[src/rtl/modn_pkg.sv]
// Shared types for the mod-N direction decoder: FSM states, step classes
// and the default counter modulus.
package modn_pkg;

  localparam int MODN_N_DEFAULT = 10;

  typedef enum logic [2:0] {
    ST_IDLE = 3'd0,
    ST_ACQ  = 3'd1,
    ST_UP   = 3'd2,
    ST_DN   = 3'd3,
    ST_ERR  = 3'd4
  } modn_state_e;

  typedef enum logic [1:0] {
    STEP_HOLD = 2'd0,
    STEP_UP   = 2'd1,
    STEP_DN   = 2'd2,
    STEP_ERR  = 2'd3
  } modn_step_e;

endpackage

[src/rtl/modn_step_cmp.sv]
// Combinational step classifier: compares a new count sample against the
// previously stored sample and reports UP / DN / HOLD / ERR plus whether the
// step crossed the modulo boundary. Ambiguous steps (N=2, UP and DN both
// match) resolve to the currently held direction, or UP if none is held.
module modn_step_cmp
  import modn_pkg::*;
#(
  parameter int N = MODN_N_DEFAULT,
  parameter int W = 4
) (
  input  logic [W-1:0] cnt_in,
  input  logic [W-1:0] prev,
  input  logic         dir,
  input  logic         dir_held,
  output modn_step_e   step,
  output logic         in_range,
  output logic         wrap
);

  localparam logic [W-1:0] LAST  = W'(N - 1);
  localparam logic [W-1:0] ONE   = W'(1);
  localparam logic [W:0]   N_EXT = (W + 1)'(N);

  logic [W-1:0] up_val;
  logic [W-1:0] dn_val;
  logic         up_hit;
  logic         dn_hit;

  // Expected neighbours of prev and the raw match flags.
  always_comb begin
    up_val   = (prev == LAST) ? '0 : prev + ONE;
    dn_val   = (prev == '0) ? LAST : prev - ONE;
    in_range = ({1'b0, cnt_in} < N_EXT);
    up_hit   = (cnt_in == up_val);
    dn_hit   = (cnt_in == dn_val);
  end

  // Classification and wrap detection.
  always_comb begin
    step = STEP_ERR;
    wrap = 1'b0;
    if (!in_range) begin
      step = STEP_ERR;
    end else if (cnt_in == prev) begin
      step = STEP_HOLD;
    end else if (up_hit && dn_hit) begin
      step = (!dir_held || dir) ? STEP_UP : STEP_DN;
    end else if (up_hit) begin
      step = STEP_UP;
    end else if (dn_hit) begin
      step = STEP_DN;
    end else begin
      step = STEP_ERR;
    end
    wrap = ((step == STEP_UP) && (prev == LAST)) ||
           ((step == STEP_DN) && (prev == '0));
  end

endmodule

[src/rtl/modn_dir_decoder.sv]
// Mod-N up/down counter direction decoder. Watches a sampled count stream,
// locks onto the counting direction, flags modulo wraps and illegal steps.
// All outputs are registered (one cycle after the sample).
// Optional feature: define MODN_ERRCNT_EN to build the saturating err_cnt
// register; otherwise err_cnt is tied to zero.
//
// Input qualifier: cnt_in is consumed only on a rising clk edge where
// cnt_vld=1; there is no back-pressure, every qualified sample is taken.
module modn_dir_decoder
  import modn_pkg::*;
#(
  parameter int N = MODN_N_DEFAULT,
  parameter int W = 4
) (
  input  logic         clk,
  input  logic         reset,
  input  logic [W-1:0] cnt_in,
  input  logic         cnt_vld,
  output logic         dir,
  output logic         dir_vld,
  output logic         wrap_pulse,
  output logic         step_err,
  output logic [7:0]   err_cnt,
  output modn_state_e  state_dbg,
  output logic [W-1:0] prev_dbg
);

  modn_state_e  state_q, state_d;
  logic [W-1:0] prev_q, prev_d;
  logic         dir_d;
  logic         held_q, held_d;
  logic         dir_vld_d;
  logic         wrap_d;
  logic         err_d;

  modn_step_e   step;
  logic         in_range;
  logic         step_wrap;

  modn_step_cmp #(.N(N), .W(W)) u_cmp (
    .cnt_in   (cnt_in),
    .prev     (prev_q),
    .dir      (dir),
    .dir_held (held_q),
    .step     (step),
    .in_range (in_range),
    .wrap     (step_wrap)
  );

  // State, sample history and registered outputs.
  always_ff @(posedge clk or negedge reset) begin
    if (!reset) begin
      state_q    <= ST_IDLE;
      prev_q     <= '0;
      dir        <= 1'b0;
      held_q     <= 1'b0;
      dir_vld    <= 1'b0;
      wrap_pulse <= 1'b0;
      step_err   <= 1'b0;
    end else begin
      state_q    <= state_d;
      prev_q     <= prev_d;
      dir        <= dir_d;
      held_q     <= held_d;
      dir_vld    <= dir_vld_d;
      wrap_pulse <= wrap_d;
      step_err   <= err_d;
    end
  end

  // Next-state and next-output decode.
  always_comb begin
    state_d = state_q;
    prev_d  = prev_q;
    wrap_d  = 1'b0;
    err_d   = 1'b0;
    if (cnt_vld) begin
      // Any in-range sample becomes the new reference, even an illegal step.
      if (in_range) prev_d = cnt_in;
      case (state_q)
        ST_IDLE, ST_ERR: begin
          if (in_range) state_d = ST_ACQ;
          else          err_d   = 1'b1;
        end
        ST_ACQ, ST_UP, ST_DN: begin
          case (step)
            STEP_UP: begin
              state_d = ST_UP;
              wrap_d  = step_wrap;
            end
            STEP_DN: begin
              state_d = ST_DN;
              wrap_d  = step_wrap;
            end
            STEP_HOLD: state_d = state_q;
            default: begin
              state_d = ST_ERR;
              err_d   = 1'b1;
            end
          endcase
        end
        default: state_d = ST_IDLE;
      endcase
    end
    // Direction follows the locked state and is held elsewhere.
    dir_d  = dir;
    held_d = held_q;
    if (state_d == ST_UP) begin
      dir_d  = 1'b1;
      held_d = 1'b1;
    end else if (state_d == ST_DN) begin
      dir_d  = 1'b0;
      held_d = 1'b1;
    end
    dir_vld_d = (state_d == ST_UP) || (state_d == ST_DN);
  end

`ifdef MODN_ERRCNT_EN
  logic [7:0] err_cnt_q;

  // Saturating count of illegal samples.
  always_ff @(posedge clk or negedge reset) begin
    if (!reset)                             err_cnt_q <= '0;
    else if (err_d && (err_cnt_q != 8'hFF)) err_cnt_q <= err_cnt_q + 8'd1;
  end

  assign err_cnt = err_cnt_q;
`else
  assign err_cnt = '0;
`endif

  assign state_dbg = state_q;
  assign prev_dbg  = prev_q;

endmodule

[config.mk]
export PLATFORM = sky130hd
export DESIGN_NAME = modn_dir_decoder
export DESIGN_NICKNAME = d
export VERILOG_FILES = /design/src/rtl/modn_pkg.sv /design/src/rtl/modn_step_cmp.sv /design/src/rtl/modn_dir_decoder.sv
export SDC_FILE = /design/constraint.sdc
export NUM_CORES = 1
export LEC_CHECK = 0
export ABC_AREA = 1
export CAP_MARGIN = 20
export CORE_ASPECT_RATIO = 0.8
export CORE_UTILIZATION = 30
export DETAILED_ROUTE_END_ITERATION = 8
export SLEW_MARGIN = 10
export SYNTH_ARGS = -nofsm -noshare
export SYNTH_HDL_FRONTEND = slang
export SYNTH_HIERARCHICAL = 1
export SYNTH_SLANG_ARGS = --single-unit
[constraint.sdc]
create_clock -name clk -period 3.3 [get_ports clk]
set_clock_uncertainty 0.05 [all_clocks]
set_input_delay 0.33 -clock clk [delete_from_list [all_inputs] [get_ports clk]]
set_output_delay 0.33 -clock clk [all_outputs]
set_load 0.02 [all_outputs]
==> impl_metrics.tcl, run 1 <==
set metrics [dict create \
    status "completed" \
    worstSetupStartpointType "register" \
    drive_above_1_share 0.1525 \
    r2r_end "dir$_DFFE_PN0P_" \
    grt-ovfl-total 0 \
    max_freq_mhz 414.0 \
    totalPowerFinal_mw 0.6007 \
    die-area_mm2 0.003668 \
    synthCells 157 \
    fin_crit_sh 0.7320 \
    synth_warnings 6 \
    numPortBuffers 17 \
    cts_buffer_depth 2 \
    worst_ep_required_time_ps 3370 \
    reg2reg_slack_ps 880 \
    grt_pass1_vias 883 \
    track_usage 0.1388 \
    die_h_um 54.37 \
    drt_iter0_markers 67 \
    endpoint_kind "register" \
    rsz0062_at_grt "no" \
    synth.cell_area_mm2 0.001028 \
    gp_congestion 0.8917 \
    period_needed_ps 2416 \
    cts_buffers 3 \
    cts.sinks 11 \
    antenna_found_initial 0 \
    first_pass_iters 4 \
    htree_levels 1 \
    via_count 994 \
    clkTransAtPathRegs_ps 50 \
    via_per_inst 4.581 \
    cts-root-buf "clkbuf_8" \
    grt_pass1_wl_mm 3.877 \
    path_class "reg -> reg" \
    drc 0 \
    wl_mm 2.299 \
    io_pins 26 \
    cts_tree "yes" \
    r2r_start "prev_dbg[0]$_DFFE_PN0P_" \
    wire_per_inst_um 10.59 \
    maxSlewViolCount 0 \
    p_per_area_mw_per_mm2 476.7 \
    die_x_um 67.46 \
    synth_area_per_cell_um2 6.551 \
    start_util 0.3239 \
    num_antenna_cells 0 \
    rr_worst_depth 17 \
    grt_max_degree 12 \
    hpwl_mm 1.870 \
    power.leakage_nw 0.6831 \
    hold_violations 0 \
    critPathMaxFanout 6 \
    tns_ps 0 \
    coreArea_mm2 0.003176 \
    crit_arrival_ps 2480 \
    areaGrowthSynthToFinish_pct 22.51 \
    num_rows 18 \
    hp-class "in -> async" \
    ant_nets 0 \
    ir_drop_mv 0.3331 \
    nets 188 \
    cts.repair.resized 0 \
    hold_buffers 0 \
    finalSetupViolations 0 \
    insertion_delay_ps 230 \
    cts_setup_buffers 0 \
    cap_violations 0 \
]
==> cells in the final DEF (no fill, tap or decap) <==
master and count:
nand2_1 43, xor2_2 1, nand4_1 2, inv_2 5, clkbuf_1 1, nor3_1 1, clkdlybuf4s50_1 17, conb_1 8
inv_1 18, o21ai_2 1, a21oi_1 2, nand2_2 8, dfrtp_1 11, xnor2_1 1, a21oi_2 1, o21ai_0 1
ha_1 3, o21ai_1 1, nand3_2 2, clkbuf_8 3, nand3_1 22, mux2_4 4, nor2_1 19, nor2_2 2
==> stage by stage <==
stage               worst slack (ps)  utilization  cell area (um^2)  hold WS [ps]  cells
floorplan                       1130            -              1055        -15.59    164
global placement               740.7       0.3826              1215         408.8    213
detailed placement             676.0       0.3826              1215         421.4    213
CTS                            904.3       0.3968              1260         397.7    217
global route                   585.1       0.3968              1260         411.7    217
finish                         884.4       0.3968              1260         382.5    217
==> worst max-delay path, cell delays in order (launching register included) <==
cell and delay (ps):
dfrtp_1 480, nor2_2 290, nand2_1 120, nand2_1 80
nand2_1 40, nor2_1 90, nand3_1 70, a21oi_1 200
inv_1 120, inv_1 90, ha_1 160, nand2_1 70
a21oi_2 130, nand2_1 70, nand2_2 90, nand2_2 60
nand2_1 50, nand2_1 40
==> per-layer routing <==
layer	part of all wire	wire, um	track usage
met1	0.51	1164	0.2038
met2	0.45	1026	0.2129
met3	0.044	102	0.01667
met4	0.0026	6	0.03546
met5	0	0	0
==> area by class of cell <==
class                      count  area [um^2]
inverter                      23        86.33
fill                         337         1916
clock buffer                   4        45.04
tap                           40        50.05
multi-input combinational    122        633.1
timing repair buffer          17        170.2
sequential                    11        275.3
==> where the power goes <==
| part | internal (mW) | switching [mW] |
|---|---|---|
| Combinational | 0.113 | 0.172 |
| Clock | 0.0841 | 0.0426 |
| Sequential | 0.158 | 0.0307 |
| Total | 0.356 | 0.245 |
==> worst max-delay path by stage <==
stage / to / from
6_report: dir$_DFFE_PN0P_ / prev_dbg[0]$_DFFE_PN0P_
5_1_grt: dir$_DFFE_PN0P_ / cnt_in[3]
2_1_floorplan: dir$_DFFE_PN0P_ / prev_dbg[0]$_DFFE_PN0P_
3_3_place_gp: dir$_DFFE_PN0P_ / cnt_in[3]
4_1_cts: dir$_DFFE_PN0P_ / cnt_in[3]
3_5_place_dp: dir$_DFFE_PN0P_ / cnt_in[3]
==> registers in the layout, summed over array words and instances, names as in the netlist <==
signal,flops
step_err,1
dir_vld,1
dir,1
wrap_pulse,1
state_dbg,3
prev_dbg,4
No activity file was read; power rests on OpenSTA's default activity.
==> run 2: changes to the inputs <==
==> constraint.sdc (replaced) <==
create_clock -name clk -period 2 [get_ports clk]
set_clock_uncertainty 0.05 [all_clocks]
set_input_delay 0.2 -clock clk [delete_from_list [all_inputs] [get_ports clk]]
set_output_delay 0.2 -clock clk [all_outputs]
set_load 0.02 [all_outputs]
==> impl_metrics.tcl, run 2 (synthesized netlist as in run 1, its figures left out) <==
set metrics [dict create \
    wire_per_inst_um 11.27 \
    r2r_end "dir$_DFFE_PN0P_" \
    grt-ovfl-total 0 \
    tns_ps -443.8 \
    num_rows 18 \
    crit_arrival_ps 2230 \
    antenna_found_initial 0 \
    r2r_start "prev_dbg[0]$_DFFE_PN0P_" \
    cts_tree "yes" \
    fin_crit_sh 1.078 \
    grt_pass1_wl_mm 4.305 \
    hold_violations 0 \
    clkTransAtPathRegs_ps 50 \
    via_count 1126 \
    period_needed_ps 2157 \
    largest_register_ffs 4 \
    via_per_inst 4.634 \
    die_h_um 54.37 \
    max_freq_mhz 463.7 \
    rr_worst_depth 17 \
    ant_nets 0 \
    cts_buffers 3 \
    worstSetupStartpointType "register" \
    track_usage 0.1567 \
    finalSetupViolations 5 \
    final_common_cell "nand2_1" \
    hold_buffers 0 \
    numPortBuffers 17 \
    violations "negative setup slack" \
    cts.sinks 11 \
    worst_ep_required_time_ps 2070 \
    hp-class "in -> async" \
    cap_violations 0 \
    pre_cts_slack_ps -416.3 \
    power.leakage_nw 0.8140 \
    areaGrowthSynthToFinish_pct 53.41 \
    drc 0 \
    status "finished with violations" \
    cts-root-buf "clkbuf_8" \
    start_util 0.3239 \
    endpoint_kind "register" \
    die_x_um 67.46 \
    num_antenna_cells 0 \
    wl_mm 2.739 \
    p_per_area_mw_per_mm2 741.4 \
    maxSlewViolCount 0 \
    reg2reg_slack_ps -160 \
    gp_congestion 0.9428 \
    die-area_mm2 0.003668 \
    insertion_delay_ps 230 \
    htree_levels 1 \
    cts_buffer_depth 2 \
    drt_iter0_markers 99 \
    final_cell_mix "nand2_1 (37), buf_4 (25), nand3_1 (20)" \
    ir_drop_mv 0.2362 \
    drive_above_1_share 0.3793 \
    coreArea_mm2 0.003176 \
    rsz0062_at_grt "yes" \
    path_class "reg -> reg" \
    critPathMaxFanout 6 \
    grt_pass1_vias 975 \
    first_pass_iters 4 \
    io_pins 26 \
    hpwl_mm 2.068 \
    fin_ws_ps -156.6 \
    fillers 297 \
    grt_max_degree 12 \
    nets 214 \
]
[run 2: timing repair]
item,in CTS,in global routing
endpoints found under the setup margin,5,6
gates resized for setup,15,9
endpoints found under the hold margin,0,0
buffers inserted,5,2
pin swaps,7,4
[run 2: report_power, final]
group | switching (mW) | total (mW) | leakage, nW | internal [mW]
logic | 0.343 | 0.627 | 0.657 | 0.285
registers | 0.0643 | 0.328 | 0.134 | 0.264
clock network | 0.0749 | 0.214 | 0.0228 | 0.139
[run 2: critical path, cell delays in order, from the launching register on]
cell	delay [ps]
dfrtp_2	500
inv_4	120
nand2_4	70
nand2_1	80
nand3_1	100
nand2_1	120
nand3_2	90
a21oi_2	160
inv_2	80
inv_4	80
ha_4	140
nor2_4	30
a21oi_2	120
nand2_1	70
nand2_2	90
nand2_2	50
nand2_1	50
nand2_1	50
[run 2: cell type report]
class,instances,area (um^2),share of cell area
clock buffer,4,45.04,0.02855
sequential,11,280.3,0.1776
multi-input combinational,122,738.2,0.4679
inverter,23,96.34,0.06106
timing repair buffer,43,367.9,0.2331
tap,40,50.05,0.03172
[run 2: worst max-delay path by stage]
stage	startpoint	cells after the start	slack (ps)	end
2_1_floorplan	prev_dbg[1]$_DFFE_PN0P_	17	-30	dir$_DFFE_PN0P_
5_1_grt	prev_dbg[0]$_DFFE_PN0P_	18	-330	dir$_DFFE_PN0P_
6_report	prev_dbg[0]$_DFFE_PN0P_	17	-160	dir$_DFFE_PN0P_
3_3_place_gp	cnt_in[3]	17	-360	dir$_DFFE_PN0P_
4_1_cts	prev_dbg[0]$_DFFE_PN0P_	18	-110	dir$_DFFE_PN0P_
3_5_place_dp	cnt_in[3]	17	-420	dir$_DFFE_PN0P_
[run 2: through the flow]
stage	area (um^2)	hold WS, ps	total power [mW]	instances	utilization
2_1_floorplan	1101	-145.6	0.6519	164	-
3_3_place_gp	1404	414.1	0.8685	232	0.4421
3_5_place_dp	1404	419.0	0.8707	232	0.4421
4_1_cts	1524	265.9	1.137	241	0.4799
5_1_grt	1578	290.4	1.251	243	0.4968
6_report	1578	253.1	1.170	243	0.4968
[run 2: layer usage]
| metal | wire length, um | vias up | global-route usage |
|---|---|---|---|
| li1 | - | 567 | - |
| met1 | 1382 | 522 | 0.2322 |
| met2 | 1230 | 35 | 0.2244 |
| met3 | 115 | 2 | 0.01667 |
| met4 | 10 | 0 | 0.07092 |
| met5 | 0 | - | 0 |
